--- src/rtl/mips_multicycle_sequencer.sv ---
// Multicycle control sequencer for the MIPS datapath: accepts one instruction, walks it through DECODE/EXEC/MEM/WB.
// Optional build macro SEQ_PERF_CNT_EN adds the busy_cycles performance counter output.
module mips_multicycle_sequencer #(
  parameter int MEM_WAIT = 0,
  parameter int CNT_W    = 16
) (
  input  logic             clk,
  input  logic             rst,
  input  logic             instr_valid,
  input  logic [31:0]      instr_word,
  output logic             instr_ready,
  output logic [31:0]      ir,
  output logic             reg_write,
  output logic             mem_read,
  output logic             mem_write,
  output logic             mem_to_reg,
  output logic             reg_dst,
  output logic             alu_src,
  output logic [1:0]       alu_op,
  output logic             busy,
  output logic             done,
  output logic             illegal,
  output logic [CNT_W-1:0] retired_count
`ifdef SEQ_PERF_CNT_EN
  ,
  output logic [31:0]      busy_cycles
`endif
);

  localparam int WAIT_W = (MEM_WAIT > 0) ? $clog2(MEM_WAIT + 1) : 1;

  typedef enum logic [2:0] {
    IDLE   = 3'd0,
    DECODE = 3'd1,
    EXEC   = 3'd2,
    MEM    = 3'd3,
    WB     = 3'd4
  } state_t;

  typedef enum logic [1:0] {
    CL_BAD = 2'd0,
    CL_R   = 2'd1,
    CL_LW  = 2'd2,
    CL_SW  = 2'd3
  } iclass_t;

  function automatic iclass_t classify(input logic [5:0] op, input logic [5:0] funct);
    iclass_t c;
    c = CL_BAD;
    if (op == 6'd0) begin
      if (funct inside {6'd32, 6'd34, 6'd36, 6'd37, 6'd42}) c = CL_R;
    end else if (op == 6'd35) begin
      c = CL_LW;
    end else if (op == 6'd43) begin
      c = CL_SW;
    end
    return c;
  endfunction

  state_t              state, next_state;
  logic [WAIT_W-1:0]   wait_cnt, wait_cnt_d;
  logic                accept;
  iclass_t             ir_class, ir_class_d;
  logic                reg_write_d, mem_read_d, mem_write_d, done_d, illegal_d, busy_d;

  assign ir_class    = classify(ir[31:26], ir[5:0]);
  assign accept      = (state == IDLE) && instr_valid;
  assign ir_class_d  = accept ? classify(instr_word[31:26], instr_word[5:0]) : ir_class;
  assign instr_ready = rst && (state == IDLE);

  // NOTE: every variable driven here gets a default first, so no path leaves it unassigned and no latch is inferred.
  always_comb begin
    next_state = state;
    wait_cnt_d = wait_cnt;
    case (state)
      IDLE:   if (instr_valid) next_state = DECODE;
      DECODE: next_state = (ir_class == CL_BAD) ? IDLE : EXEC;
      EXEC: begin
        if (ir_class == CL_R) begin
          next_state = WB;
        end else begin
          next_state = MEM;
          wait_cnt_d = WAIT_W'(MEM_WAIT);
        end
      end
      MEM: begin
        if (wait_cnt == '0) next_state = (ir_class == CL_LW) ? WB : IDLE;
        else                wait_cnt_d = wait_cnt - WAIT_W'(1);
      end
      WB:      next_state = IDLE;
      default: next_state = IDLE;
    endcase
  end

  // Strobes are decoded from the next state and registered, so each is a clean flop output.
  always_comb begin
    reg_write_d = (next_state == WB);
    mem_read_d  = (next_state == MEM) && (ir_class_d == CL_LW);
    mem_write_d = (next_state == MEM) && (ir_class_d == CL_SW);
    done_d      = (next_state == WB) ||
                  ((next_state == MEM) && (ir_class_d == CL_SW) && (wait_cnt_d == '0));
    illegal_d   = (next_state == DECODE) && (ir_class_d == CL_BAD);
    busy_d      = (next_state != IDLE);
  end

  // NOTE: state is updated with non-blocking assignments so every flop samples pre-edge values.
  always_ff @(posedge clk or negedge rst) begin
    if (!rst) begin
      state         <= IDLE;
      ir            <= '0;
      wait_cnt      <= '0;
      retired_count <= '0;
      reg_write     <= 1'b0;
      mem_read      <= 1'b0;
      mem_write     <= 1'b0;
      done          <= 1'b0;
      illegal       <= 1'b0;
      busy          <= 1'b0;
    end else begin
      state     <= next_state;
      wait_cnt  <= wait_cnt_d;
      reg_write <= reg_write_d;
      mem_read  <= mem_read_d;
      mem_write <= mem_write_d;
      done      <= done_d;
      illegal   <= illegal_d;
      busy      <= busy_d;
      if (accept) ir <= instr_word;
      if (done)   retired_count <= retired_count + CNT_W'(1);
    end
  end

  // Static datapath controls follow the latched instruction while it is in flight.
  always_comb begin
    mem_to_reg = 1'b0;
    reg_dst    = 1'b0;
    alu_src    = 1'b0;
    alu_op     = 2'b00;
    if (state != IDLE) begin
      case (ir_class)
        CL_R: begin
          mem_to_reg = 1'b1;
          reg_dst    = 1'b1;
          alu_op     = 2'b10;
        end
        CL_LW: alu_src = 1'b1;
        CL_SW: begin
          mem_to_reg = 1'b1;
          alu_src    = 1'b1;
        end
        default: ;
      endcase
    end
  end

`ifdef SEQ_PERF_CNT_EN
  always_ff @(posedge clk or negedge rst) begin
    if (!rst)                           busy_cycles <= '0;
    else if (busy && (busy_cycles != '1)) busy_cycles <= busy_cycles + 32'd1;
  end
`endif

endmodule

--- config.mk ---
export PLATFORM = sky130hd
export DESIGN_NAME = mips_multicycle_sequencer
export DESIGN_NICKNAME = d
export VERILOG_FILES = /design/src/rtl/mips_multicycle_sequencer.sv
export SDC_FILE = /design/constraint.sdc
export NUM_CORES = 1
export LEC_CHECK = 0
export BUFFER_PORTS_ARGS = -buffer_cell sky130_fd_sc_hd__buf_2
export CORE_MARGIN = 2
export CORE_UTILIZATION = 49
export CTS_CLUSTER_SIZE = 20
export DETAILED_ROUTE_END_ITERATION = 6
export GPL_TIMING_DRIVEN = 0
export PLACE_DENSITY_LB_ADDON = 0.12
export SYNTH_ARGS = -nofsm -noshare
export SYNTH_HDL_FRONTEND = slang
export SYNTH_SLANG_ARGS = --single-unit
--- constraint.sdc ---
create_clock -name clk -period 2.5 [get_ports clk]
set_clock_uncertainty 0.15 [all_clocks]
set_input_delay 0.5 -clock clk [delete_from_list [all_inputs] [get_ports clk]]
set_output_delay 0.5 -clock clk [all_outputs]
set_load 0.005 [all_outputs]
==> results of run 1 <==
worst max-delay path: stages, from the launching register on:
cell and delay, ps:
dfrtp_1 420, nor4b_4 380, nand4_2 170, o21ai_0 120, nor2b_1 200, buf_2 140
state kept, by name, summed over array words and instances (netlist names):
| register | cells |
|---|---|
| ir | 32 |
| retired_count | 16 |
| state | 3 |
| busy | 1 |
| done | 1 |
| illegal | 1 |
| mem_read | 1 |
| mem_write | 1 |
| reg_write | 1 |
| wait_cnt | 1 |
synth_stat cells, types with 2 or more instances:
master	instances
xnor2_1	11
nand3_1	5
nor4_1	2
nor3_1	3
nand2_1	11
buf_2	4
nand2b_1	2
mux2_2	32
mux2i_1	3
nand4_1	6
and2_1	2
o21ai_0	2
xor2_1	4
buf_4	2
dfrtp_1	58
inv_1	10
nor2_1	8
nor4b_2	2
metal layers:
layer | track usage (%) | vias up | part of all wire (%)
met2 | 28.5 | 67 | 45
met1 | 25.8 | 864 | 48
met4 | 9.27 | 0 | 1.9
li1 | - | 885 | -
met5 | 0 | - | 0
met3 | 4.76 | 11 | 5.6
how the worst min path moves through the flow:
stage,slack [ps],endpoint
6_report,90,retired_count[14]
5_1_grt,140,ir[9]
4_1_cts,100,retired_count[2]
3_5_place_dp,320,retired_count[15]
3_3_place_gp,310,retired_count[15]
2_1_floorplan,50,busy
cells by family after synthesis:
| kind of cell | share of synthesized area, % |
|---|---|
| flops | 57.3 |
| fa+ha+maj | 0.494 |
| compound gates | 4.99 |
| mux | 15.4 |
| buf+inv | 2.86 |
| xor+xnor | 5.18 |
| other cells | 0.148 |
| simple gates | 13.6 |
power breakdown:
part / switching, W / leakage (nW) / internal (W)
combinational: 0.000437 / 0.836 / 0.000577
clock: 0.000331 / 0.0810 / 0.000372
sequential: 0.000237 / 0.727 / 0.00124
what timing repair did:
| item | CTS | global route |
|---|---|---|
| endpoints found under the setup margin | 1 | 2 |
| gates resized for setup | 1 | 1 |
| pin swaps | 0 | 3 |
| setup buffers | 0 | 1 |
layout make-up:
type | count | area, µm² | area share [%]
buffer | 6 | 35.0 | 1.08
clock inverter | 3 | 17.5 | 0.538
timing repair buffer | 94 | 475 | 14.6
multi-input combinational | 118 | 1010 | 31.1
clock buffer | 11 | 141 | 4.34
sequential | 58 | 1450 | 44.5
tap | 70 | 87.6 | 2.69
inverter | 10 | 37.5 | 1.15
through the flow:
stage | area (µm²) | utilization, %
2_1_floorplan | 2530 | -
4_1_cts | 3250 | 64.4
5_1_grt | 3260 | 64.6
3_5_place_dp | 3090 | 61.2
6_report | 3260 | 64.6
3_3_place_gp | 3090 | 61.2
==> metrics.md, run 1 <==
| Metric | Value |
|---|---|
| Status | complete, no violations |
| Drt wl/cell | 13.1 µm |
| Initial Util | 50.2% |
| Static leakage | 1.64 nW |
| Sequential area share after synthesis | 57.3% |
| Core footprint | 0.00504 mm² |
| Place WS | -51.0 ps |
| Yosys top cell area share | 57.3% |
| Worst VDD drop | 0.660 mV |
| Hold Slack | 85.2 ps |
| Number of standard cells in the layout, taps in and fillers out | 370 |
| Setup WS post-layout | 100 ps |
| Slew headroom | 52.6% |
| Final wirelength | 4850 µm |
| # nets final | 333 |
| Layout cells sized above 1 | 52.0% |
| Largest net degree at the start of global routing | 60 |
| CTS tree | built |
| Unrepaired setup endpoints after global routing | false |
| Row count | 26 |
| Mapped Nets | 228 |
| 1st-pass router iterations | 6 |
| # setup viols final | 0 |
| EDFF count, synth | 0 |
| CTS Buf Count | 9 |
| Peak Freq | 417 MHz |
| Antenna Cells | 0 |
| Most frequent cells in the layout | buf_2, dfrtp_1, mux2_2, nand2_1, xnor2_1 |
| CP max FO | 4 |
| Max Slew Vio Count | 0 |
| Worst reg2reg path startpoint | state[0] |
| Fillers | 433 |
| Clock buffer depth | 2 |
| Hold violation count in the final report | 0 |
| DRC | 0 |
| Root Buffer | clkbuf_8 |
| CP startpoint kind | register |
| Hold-fix buffers, CTS | 0 |
| Kind of critical path | register to output port |
| Flop and latch count out of synthesis | 58 |
| DP HPWL | 3580 µm |
| Vias in the first global route | 1829 |
| Chip width | 75.9 µm |
| CP startpoint | ir[30] |
| Synthesized area | 0.00253 mm² |
| 1st-iter DRT viols | 102 |
| Yosys warns | 0 |
| Placed cells | 355 |
| R2r worst-path depth | 6 |
| First-pass GRT wire length | 8640 µm |
| # H-tree levels | 3 |
| Total die area | 0.00576 mm² |
| Register-to-Register Setup Slack | 350 ps |
| Crit path DAT | 1750 ps |
| Setup TNS | 0 ps |
| Hold Path Class | input pin to asynchronous set/reset pin |
| DR vias | 1827 |
| R2R Path End | done |
| Worst-Margin Slew | 711 ps |
| Commonest non-fill, non-tap cell in the layout | buf_2 |
| Worst EP required | 1850 ps |
| Max-Cap Viols | 0 |
| Chip height | 75.9 µm |
| Tot GR Track Use | 18.9% |
| Syn_area_per_cell | 13.2 µm² |
| Clk Latency, worst-skew pair | 320 ps |
| Yosys top cell by area | dfrtp_1 |
| Top_reg_cell synth | dfrtp_1 |
| Final Critical Period | 2400 ps |
| Final RePlAce weighted congestion | 0.768 |
| IO Port Bufs | 93 |
| Clk slew on worst S/H paths | 60 ps |
| Power per cell area | 979 mW/mm² |
| I/O pins | 95 |
| Post-DRT Antenna Nets | 0 |
| Initial antenna violation count | 0 |
| Sink Count | 58 |
| Via/cell ratio | 4.94 |
| Pwr Total | 0.00319 W |
| Ys async rst share | 100% |
| Worst setup path endpoint | mem_to_reg |
| Critical path capture point type | output port |
| Synth area leaders | dfrtp_1, mux2_2, xnor2_1 |
| Tcrit/Tclk final | 96.0% |
| Cells after Synth | 192 |
| Number of library cell types mapped by synthesis | 43 |
| Area growth syn-to-layout | 28.6% |
| Gr ovfl total | 0 |
(Power assumes the default switching activity.)
==> inputs of run 2 (changes only) <==
--- a/config.mk
+++ b/config.mk
@@ -12,6 +12,7 @@
 export DETAILED_ROUTE_END_ITERATION = 6
 export GPL_TIMING_DRIVEN = 0
 export PLACE_DENSITY_LB_ADDON = 0.12
+export RECOVER_POWER = 100
 export SYNTH_ARGS = -nofsm -noshare
 export SYNTH_HDL_FRONTEND = slang
 export SYNTH_SLANG_ARGS = --single-unit
==> metrics.md, run 2 (synthesized netlist as in run 1, its figures left out) <==
| Metric | Value |
|---|---|
| # setup viols final | 0 (unchanged) |
| Drt wl/cell | 13.2 µm (+0.35%) |
| Root Buffer | clkbuf_8 |
| Routed met3 length | 263 µm (-4.0%) |
| Worst-Margin Slew | 705 ps (-5.91 ps) |
| Pwr Total | 0.00316 W (-0.99%) |
| Gr ovfl total | 0 (unchanged) |
| CP max stage cell | dfrtp_1 |
| I/O pins | 95 (unchanged) |
| Setup TNS | 0 ps (unchanged) |
| Crit path DAT | 1740 ps (about the same) |
| CP startpoint kind | register |
| Via/cell ratio | 4.91 (-0.60%) |
| Commonest non-fill, non-tap cell in the layout | buf_2 |
| Post-DRT Antenna Nets | 0 (unchanged) |
| Most frequent cells in the layout | buf_2, dfrtp_1, mux2_2, clkbuf_1 |
| 1st-pass router iterations | 4 (-2) |
| Worst setup path endpoint | mem_to_reg |
| Core footprint | 0.00504 mm² (unchanged) |
| Hold Slack | 86.6 ps (+1.39 ps) |
| Power per cell area | 984 mW/mm² (+0.48%) |
| Total die area | 0.00576 mm² (unchanged) |
| Max-Cap Viols | 0 (unchanged) |
| Layout cells sized above 1 | 43.3% (-8.7 points) |
| Tcrit/Tclk final | 95.4% (-0.57 points) |
| CP max FO | 4 (unchanged) |
| 1st-iter DRT viols | 83 (-19%) |
| Largest registers | ir: 32 flops, retired_count: 16 flops, state: 3 flops |
| Static leakage | 1.56 nW (-5.4%) |
| First-pass GRT wire length | 8640 µm (unchanged) |
| R2R Path End | done |
| Setup WS post-layout | 115 ps (+14.3 ps) |
| Worst EP required | 1850 ps (about the same) |
| Chip height | 75.9 µm (unchanged) |
| Fillers | 452 (+4.4%) |
| Unrepaired setup endpoints after global routing | false |
| # nets final | 333 (unchanged) |
| Final Core Density | 63.7% (-0.94 points) |
| Vias in the first global route | 1829 (unchanged) |
| Slew headroom | 53.0% (+0.39 points) |
| CTS tree | built |
| Largest register FFs | 32 (unchanged) |
| DP HPWL | 3580 µm (unchanged) |
| Final Critical Period | 2390 ps (-14.3 ps) |
| Clock buffer depth | 2 (unchanged) |
| Hold violation count in the final report | 0 (unchanged) |
| Area growth syn-to-layout | 26.7% |
| Worst VDD drop | 0.660 mV (about the same) |
| Max Slew Vio Count | 0 (unchanged) |
| Max layer used | met4 |
| CP cell instances | nor4b_4, nand4_2, o21ai_0, nor2b_1, clkbuf_2 |
| Tot GR Track Use | 18.9% (unchanged) |
| Top reg by flops | ir |
| Largest net degree at the start of global routing | 60 (unchanged) |
| IO Port Bufs | 93 (unchanged) |
| Initial Util | 50.2% (unchanged) |
| Number of stages on the worst setup path | 5 (unchanged) |
| Clk Latency, worst-skew pair | 330 ps (about the same) |
| Peak Freq | 419 MHz (+0.60%) |
| Kind of critical path | register to output port |
| R2r worst-path depth | 6 (unchanged) |
| Row count | 26 (unchanged) |
| Top Family by Delay on Critical Path | simple AND/OR/NAND/NOR gates |
| # H-tree levels | 3 (unchanged) |
| CTS Buf Count | 9 (unchanged) |
| Sink Count | 58 (unchanged) |
| Chip width | 75.9 µm (unchanged) |
| Clk slew on worst S/H paths | 60 ps (about the same) |
| Place WS | -51.0 ps (unchanged) |
| Initial antenna violation count | 0 (unchanged) |
| DR WL met2 | 2140 µm (-1.5%) |
| Status | complete, no violations |
| Final RePlAce weighted congestion | 0.768 (unchanged) |
| Final wirelength | 4870 µm (+0.35%) |
| CP max stage delay | 420 ps (about the same) |
| Antenna Cells | 0 (unchanged) |
| DRC | 0 (unchanged) |
| DR vias | 1816 (-0.60%) |
| Critical path capture point type | output port |
| Met1 WL | 2350 µm (+1.6%) |
| Hold Path Class | input pin to asynchronous set/reset pin |
| CP startpoint | ir[30] |
| Register-to-Register Setup Slack | 320 ps (-30 ps) |
| WP buf/inv | 1 (unchanged) |
| Worst reg2reg path startpoint | state[1] |
==> run 2: cell count changes in the layout (fill, tap and decap cells not counted), sizes merged <==
cell | before | now
buf | 100 | 75
clkbuf | 11 | 36
==> run 2: layer usage <==
layer  track usage (%)  vias to the layer above
li1                  -                      881
met1              25.8                      862
met2              28.5                       61
met3              4.76                       12
met4              9.27                        0
met5                 0                        -
==> run 2: worst min-delay path by stage <==
| stage | startpoint | end | slack [ps] |
|---|---|---|---|
| 2_1_floorplan | rst | busy | 50 |
| 3_3_place_gp | retired_count[15] | retired_count[15] | 310 |
| 3_5_place_dp | retired_count[15] | retired_count[15] | 320 |
| 4_1_cts | rst | retired_count[2] | 100 |
| 5_1_grt | rst | ir[9] | 140 |
| 6_report | rst | ir[9] | 90 |
==> run 2: layout make-up <==
type	instances	area, µm²	area share (%)
inverters	10	37.5	1.17
clock buffers	11	141	4.40
plain buffers	6	35.0	1.09
clock inverters	3	17.5	0.546
flip-flops and latches	58	1450	45.2
well taps	70	87.6	2.73
repair buffers	94	444	13.8
multi-input cells	118	996	31.0
==> run 2: what timing repair did <==
item,4_1_cts,5_1_grt
hold endpoints to repair,0,0
hold buffers,0,0
pin swaps,0,3
setup endpoints to repair,1,2
buffers inserted,0,1
gates resized for setup,1,1
==> run 2: through the flow <==
step,instance area (µm²),cells
floorplan,2530,192
global placement,3090,355
detailed placement,3090,355
CTS,3250,369
global route,3210,370
finish,3210,370
==> run 2: report_power, final <==
part           internal (W)  total, W  switching (W)  leakage (nW)
Sequential          0.00124   0.00148       0.000240         0.727
Combinational      0.000549  0.000979       0.000431         0.748
Clock              0.000371  0.000703       0.000331        0.0810
Total               0.00216   0.00316        0.00100          1.56
